`src/rtl/ds18b20_temp_monitor.sv`:
```
// ds18b20_temp_monitor: schedules DS18B20 exchanges and filters the returned temperature
// Ports: CLK_10MHZ clock, nRESET async active-low reset, startExch ack from controller,
//        presenseIn/temperatureIn controller results, start request pulse, tempAvg 4-sample
//        signed average, tempValid average valid, overTemp alarm with hysteresis,
//        sensorFault consecutive-failure flag, sampleStrobe pulse after every evaluation.
// Option: define DS18B20_FAULT_FAILSAFE_EN to force overTemp high while sensorFault is set.
module ds18b20_temp_monitor #(
  parameter int CLK_HZ     = 10000000,
  parameter int PERIOD_MS  = 1000,
  parameter int ACK_TO_CYC = 1000,
  parameter int SETTLE_MS  = 20,
  parameter int HI_THR     = 60,
  parameter int HYST       = 5,
  parameter int FAIL_LIMIT = 3
) (
  input  logic       CLK_10MHZ,
  input  logic       nRESET,
  input  logic       startExch,
  input  logic       presenseIn,
  input  logic [7:0] temperatureIn,
  output logic       start,
  output logic [7:0] tempAvg,
  output logic       tempValid,
  output logic       overTemp,
  output logic       sensorFault,
  output logic       sampleStrobe
);
  localparam int TICK_CYC = CLK_HZ / 1000;
  localparam logic signed [7:0] SET_THR = 8'(HI_THR);
  localparam logic signed [7:0] CLR_THR = 8'(HI_THR - HYST);
`ifdef DS18B20_FAULT_FAILSAFE_EN
  localparam bit FAILSAFE = 1'b1;
`else
  localparam bit FAILSAFE = 1'b0;
`endif
  typedef enum logic [1:0] {WAIT, REQ, SETTLE, EVAL} stateT;
  stateT state;
  logic [31:0] preCnt, periodCnt, ackCnt, settleCnt;
  logic ackOk, primed, firstSample;
  logic [3:0] failCnt, failNext;
  // only the three most recent samples are stored; the fourth is always the incoming one
  logic [7:0] slot [3];
  logic signed [7:0] newAvg;
  logic tick, sampleOk, discard;
  function automatic logic [9:0] sx(input logic [7:0] v);
    return {{2{v[7]}}, v};
  endfunction
  always_comb begin
    tick = preCnt == 32'(TICK_CYC - 1);
    sampleOk = ackOk && presenseIn && temperatureIn != 8'h80;
    discard = firstSample && temperatureIn == 8'h55;
    failNext = failCnt == 4'd15 ? 4'd15 : failCnt + 4'd1;
    // bits [9:2] of the two's-complement sum are the floor of sum/4
    newAvg = 8'((sx(temperatureIn) + sx(primed ? slot[0] : temperatureIn)
               + sx(primed ? slot[1] : temperatureIn) + sx(primed ? slot[2] : temperatureIn)) >> 2);
  end
  always_ff @(posedge CLK_10MHZ or negedge nRESET) begin
    if (!nRESET) begin
      state <= WAIT;
      preCnt <= '0;
      periodCnt <= 32'(PERIOD_MS - 1);
      ackCnt <= '0;
      settleCnt <= '0;
      ackOk <= 1'b0;
      primed <= 1'b0;
      firstSample <= 1'b1;
      failCnt <= '0;
      slot <= '{default: '0};
      start <= 1'b0;
      tempAvg <= '0;
      tempValid <= 1'b0;
      overTemp <= 1'b0;
      sensorFault <= 1'b0;
      sampleStrobe <= 1'b0;
    end else begin
      start <= 1'b0;
      sampleStrobe <= 1'b0;
      preCnt <= tick ? '0 : preCnt + 32'd1;
      // counts ticks since the last start in every state so the period is start-to-start
      if (tick && periodCnt != 32'(PERIOD_MS - 1)) periodCnt <= periodCnt + 32'd1;
      case (state)
        WAIT: if (tick && periodCnt == 32'(PERIOD_MS - 1)) begin
          state <= REQ;
          start <= 1'b1;
          periodCnt <= '0;
          ackCnt <= '0;
          ackOk <= 1'b0;
        end
        REQ: if (startExch) begin
          state <= SETTLE;
          ackOk <= 1'b1;
          settleCnt <= '0;
        end else if (ackCnt == 32'(ACK_TO_CYC - 1)) state <= EVAL;
        else ackCnt <= ackCnt + 32'd1;
        SETTLE: if (tick) begin
          if (settleCnt == 32'(SETTLE_MS - 1)) state <= EVAL;
          else settleCnt <= settleCnt + 32'd1;
        end
        EVAL: begin
          state <= WAIT;
          sampleStrobe <= 1'b1;
          if (sampleOk) begin
            firstSample <= 1'b0;
            // a leading +85 is the power-on scratchpad value, not a reading
            if (!discard) begin
              failCnt <= '0;
              sensorFault <= 1'b0;
              primed <= 1'b1;
              slot[0] <= temperatureIn;
              slot[1] <= primed ? slot[0] : temperatureIn;
              slot[2] <= primed ? slot[1] : temperatureIn;
              tempAvg <= newAvg;
              tempValid <= 1'b1;
              overTemp <= newAvg >= SET_THR ? 1'b1 : newAvg <= CLR_THR ? 1'b0 : overTemp;
            end
          end else begin
            failCnt <= failNext;
            if (failNext >= 4'(FAIL_LIMIT)) begin
              sensorFault <= 1'b1;
              tempValid <= 1'b0;
              primed <= 1'b0;
              if (FAILSAFE) overTemp <= 1'b1;
            end
          end
        end
        default: state <= WAIT;
      endcase
    end
  end
endmodule

```
`config.mk`:
```
export PLATFORM = sky130hd
export DESIGN_NAME = ds18b20_temp_monitor
export DESIGN_NICKNAME = d
export VERILOG_FILES = /design/src/rtl/ds18b20_temp_monitor.sv
export SDC_FILE = /design/constraint.sdc
export NUM_CORES = 1
export LEC_CHECK = 0
export ABC_AREA = 1
export CAP_MARGIN = 10
export CORE_ASPECT_RATIO = 1.4
export CORE_MARGIN = 5
export CORE_UTILIZATION = 69
export CTS_CLUSTER_DIAMETER = 30
export DETAILED_ROUTE_END_ITERATION = 12
export PLACE_DENSITY = 0.89
export SLEW_MARGIN = 20
export SYNTH_ARGS = -nofsm -noshare
export SYNTH_HDL_FRONTEND = slang
export SYNTH_SLANG_ARGS = --single-unit
export TNS_END_PERCENT = 20
```
`constraint.sdc`:
```
create_clock -name CLK_10MHZ -period 5.1 [get_ports CLK_10MHZ]
set_input_delay 1.275 -clock CLK_10MHZ [delete_from_list [all_inputs] [get_ports CLK_10MHZ]]
set_output_delay 1.275 -clock CLK_10MHZ [all_outputs]
set_load 0.02 [all_outputs]
```
==> summary.md <==
The max-slew violation count was 0; the routability congestion estimate from global placement was 1.025. The tools report the portion of the post-synthesis area used by sequential elements as 0.3638. The total negative slack for setup checks was 0 ps. The H-tree was split into 4 levels.

The logs give 17 for the number of CTS-inserted buffers and 0.7476 for the post-layout utilization of the core. Of all cell types, the one taking the most synthesized area is dfrtp_1. The logs give 12850 sq um for the area of all placed cells without fillers and 2 for the maximum number of buffers from clock root to sink. The via count of the first global-routing pass was 10.86k; the number of instances in the placed design was 1950. For this design the total switching power over the nets is 0.6403 mW.

0 antenna diodes ended up in the layout. The critical path in this run is classified as input pin to flop. For this design the ratio of total power to cell area is 220.0 nW/um^2.

Summed over all cells, the static leakage comes to 6.001 nW. The logs give 0 for the number of hold-slack violations in the final timing report and 1080 ps for the setup slack of the worst register-to-register path. The arrival time at the worst endpoint was 4570 ps. Each instance of the synthesized netlist takes up on average 6.901 sq um. The worst-case IR drop observed on VDD is 212.7 uV. The tool flagged a number of max-cap violations equal to 0. The most critical setup path has its endpoint at overTemp. The worst register-to-register path ends at overTemp. The number of distinct library cells after synthesis is 39. STA classifies the critical path endpoint as a flop. The clock-pin slew on the worst setup and hold paths is 70 ps, and the final cycle utilization of the critical path is 0.8304.

The count of cells in the finished layout, fillers not included, comes to 1982. The global route total overflow is 0. For the die footprint, the log shows 20060 sq um. The tools report the total routing usage reported by global routing as 0.3089. The area share of the largest cell type after synthesis works out to 0.3440. Sorting the synthesized cells by area gives the leading types as dfrtp_1 (34%), nand2_1 (16%), nor2_1 (7.6%), nand3_1 (6.4%), inv_1 (6.0%). The average via count per standard cell is 5.600. After clock tree synthesis, the repair step resized 0 gates.

The switching portion of total power came out at 0.2265. Highest achievable clock rate: 236.1 MHz. Across all setup checks in the final design, the least slack found is 864.8 ps. Wire length per cell after detailed routing: 15.02 microns.

The flow ran to the end, and the final reports show no timing, DRC or antenna violations. At the worst endpoint, the required time is 5430 ps. Entering global routing, the biggest net connects 110 pins. The worst slew margin relative to its limit was 0.3130.

STA classifies the critical path startpoint as an input pin. OpenSTA, run right after detailed placement, puts the worst setup slack at 429.2 ps. From synthesis to final layout, the design area changed by 7.697%. The clock skew after layout was 9.453 ps; the part of the power in the clock network was 0.491.

In the synthesized netlist, the number of instances is 1729. The run gives 674 as the count of routing violations after the opening detailed-route iteration. CTS placed an instance of clkbuf_16 at the clock tree root.

For the post-layout total power, the log shows 2.827 mW. The transition time at the pin with the least slew margin is 1031 ps. Setup repair after global routing left no endpoint under its margin. The total of flip-flops plus latches after synthesis came out at 173. The tools report the core footprint as 17190 sq um. The overall routed net length came out at 29770 microns. The logs give 11930 sq um for the area of the mapped netlist and 0 for the final-report setup violation count.

The number of nets in the synthesized netlist is 1774. Number of nets in the finished design: 1778. The run gives 21690 microns as the HPWL after detailed placement.

Internal power comes to 2.186 mW. The die boundary height was 165.6 microns. Initial antenna violation count: 0.

The run gives 50050 microns as the wire length of the first global-routing pass. The worst min-delay path class was flop to flop. The number of remaining DRC errors came out at 0.

The tools report the total number of yosys warnings as 0. The floorplan step set the die width to 121.1 microns. The worst register-to-register path begins at primed.

The run gives 0.485 as the sequential cell fraction of total power. The number of cells on the worst reg-to-reg path is 15, and the total number of vias is 11.10k. The post-CTS setup repair buffer count was 0; the clock sink count was 173. The clock latency on the worst-skew pair was 440 ps. The number of buffers inserted by port buffering came out at 24.

The first detailed-routing pass took 7 iterations. The hold buffer count at CTS is 0. For the number of nets with antenna violations after routing, the log shows 0. Along the worst path, the maximum fanout reaches 4.

Once placement finished, the instance area stood at 12220 sq um. For this design the top-level I/O count stands at 25. The ratio of cells with drive above 1 in the final layout is 0.07446, and the relative contribution of combinational cells to total power is 0.024. The worst-case hold slack is 493.7 ps.

Minimum period implied by the final worst setup slack: 4235 ps. In this run the worst setup path begins at temperatureIn[3]. The initial core utilization is 0.6942, and the number of filler instances in the final layout is 1372.

TritonCTS built the clock tree. The tools report the number of cell rows as 57.
==> worst max-delay path, stage by stage <==
cell,delay (ps)
clkdlybuf4s50_1,460
inv_1,180
nor2_1,90
a21oi_1,300
fa_1,510
fa_1,550
inv_1,40
ha_1,330
nand2_1,80
inv_1,60
nand3_1,90
nand2_1,90
nand2_1,90
nand2_1,90
nand2_1,50
nand2_1,80
nand3_1,70
nand2_1,70
nor2_1,40
==> layer usage <==
layer / wire length (microns) / share of wire / GRT usage / vias to the layer above
met2: 15570 / 0.52 / 0.5629 / 344
li1: - / - / - / 5480
met1: 11650 / 0.39 / 0.3508 / 5150
met5: 0 / 0 / 0 / -
met4: 1413 / 0.047 / 0.1616 / 0
met3: 1127 / 0.038 / 0.04191 / 126
==> registers in the layout, indices dropped and copies added (netlist names) <==
name / flops
ackCnt: 32
periodCnt: 32
preCnt: 32
settleCnt: 32
slot: 24
tempAvg: 8
failCnt: 4
state: 2
ackOk: 1
firstSample: 1
overTemp: 1
primed: 1
sampleStrobe: 1
sensorFault: 1
start: 1
==> kinds of logic (layout without fill, tap and decap cells) <==
group / after synthesis / in the layout / share of synthesized area
buffers and inverters: 262 / 279 / 0.09281
flip-flops: 173 / 173 / 0.3638
AND/OR/NAND/NOR: 1046 / 1046 / 0.3727
adder cells (fa/ha/maj): 33 / 33 / 0.04530
AO/OA/AOI/OAI: 139 / 139 / 0.06963
XOR/XNOR: 76 / 76 / 0.05579
==> Yosys cell counts (all sizes together) <==
master    n
clkinv    1
o21a      1
nand3   154
buf      27
fa       17
xnor2    10
nor3     64
nand4    33
nand3b    2
dfrtp   164
nor2    253
dfstp     9
a21o      4
xor2     66
clkbuf   14
a21oi    33
nand2   521
o21ai    97
nor4      9
or2       7
a31oi     3
o211ai    1
ha       16
inv     220
nor3b     3
==> cell usage in the layout, fill, tap and decap left out, drive strengths merged, types with 10 or more instances in the layout <==
master	n
nor2	253
inv	224
clkbuf	19
a21oi	33
o21ai	97
nor3	64
fa	17
xor2	66
ha	16
nand3	154
nand4	33
xnor2	10
dfrtp	164
clkdlybuf4s50	23
nand2	521
==> area by class of cell <==
type,count,area (sq um),share of cell area
Tap cell,236,295.3,0.02298
Clock buffer,18,439.2,0.03418
Multi-Input combinational cell,1294,6489,0.5050
Timing Repair Buffer,26,271.5,0.02113
Sequential cell,173,4340,0.3378
Clock inverter,14,185.2,0.01441
Inverter,221,829.5,0.06456
==> power groups by stage <==
stage               Sequential (mW)  Combinational [mW]  Clock [mW]
floorplan                      1.40              0.0235           0
finish                         1.37              0.0683        1.39
global placement               1.40              0.0676           0
CTS                            1.37              0.0699        1.41
global route                   1.37              0.0789        1.46
detailed placement             1.40              0.0692           0
==> worst min path at each step <==
stage | slack, ps | endpoint | start | depth (start not counted)
floorplan | 440 | ackOk | ackOk | 2
global placement | 470 | tempAvg[0] | tempAvg[0] | 2
detailed placement | 480 | slot[1] | slot[1] | 2
CTS | 500 | slot[1] | slot[1] | 2
global route | 510 | slot[1] | slot[1] | 2
finish | 490 | slot[1] | slot[1] | 2
Power figures use the tool's default switching activity.
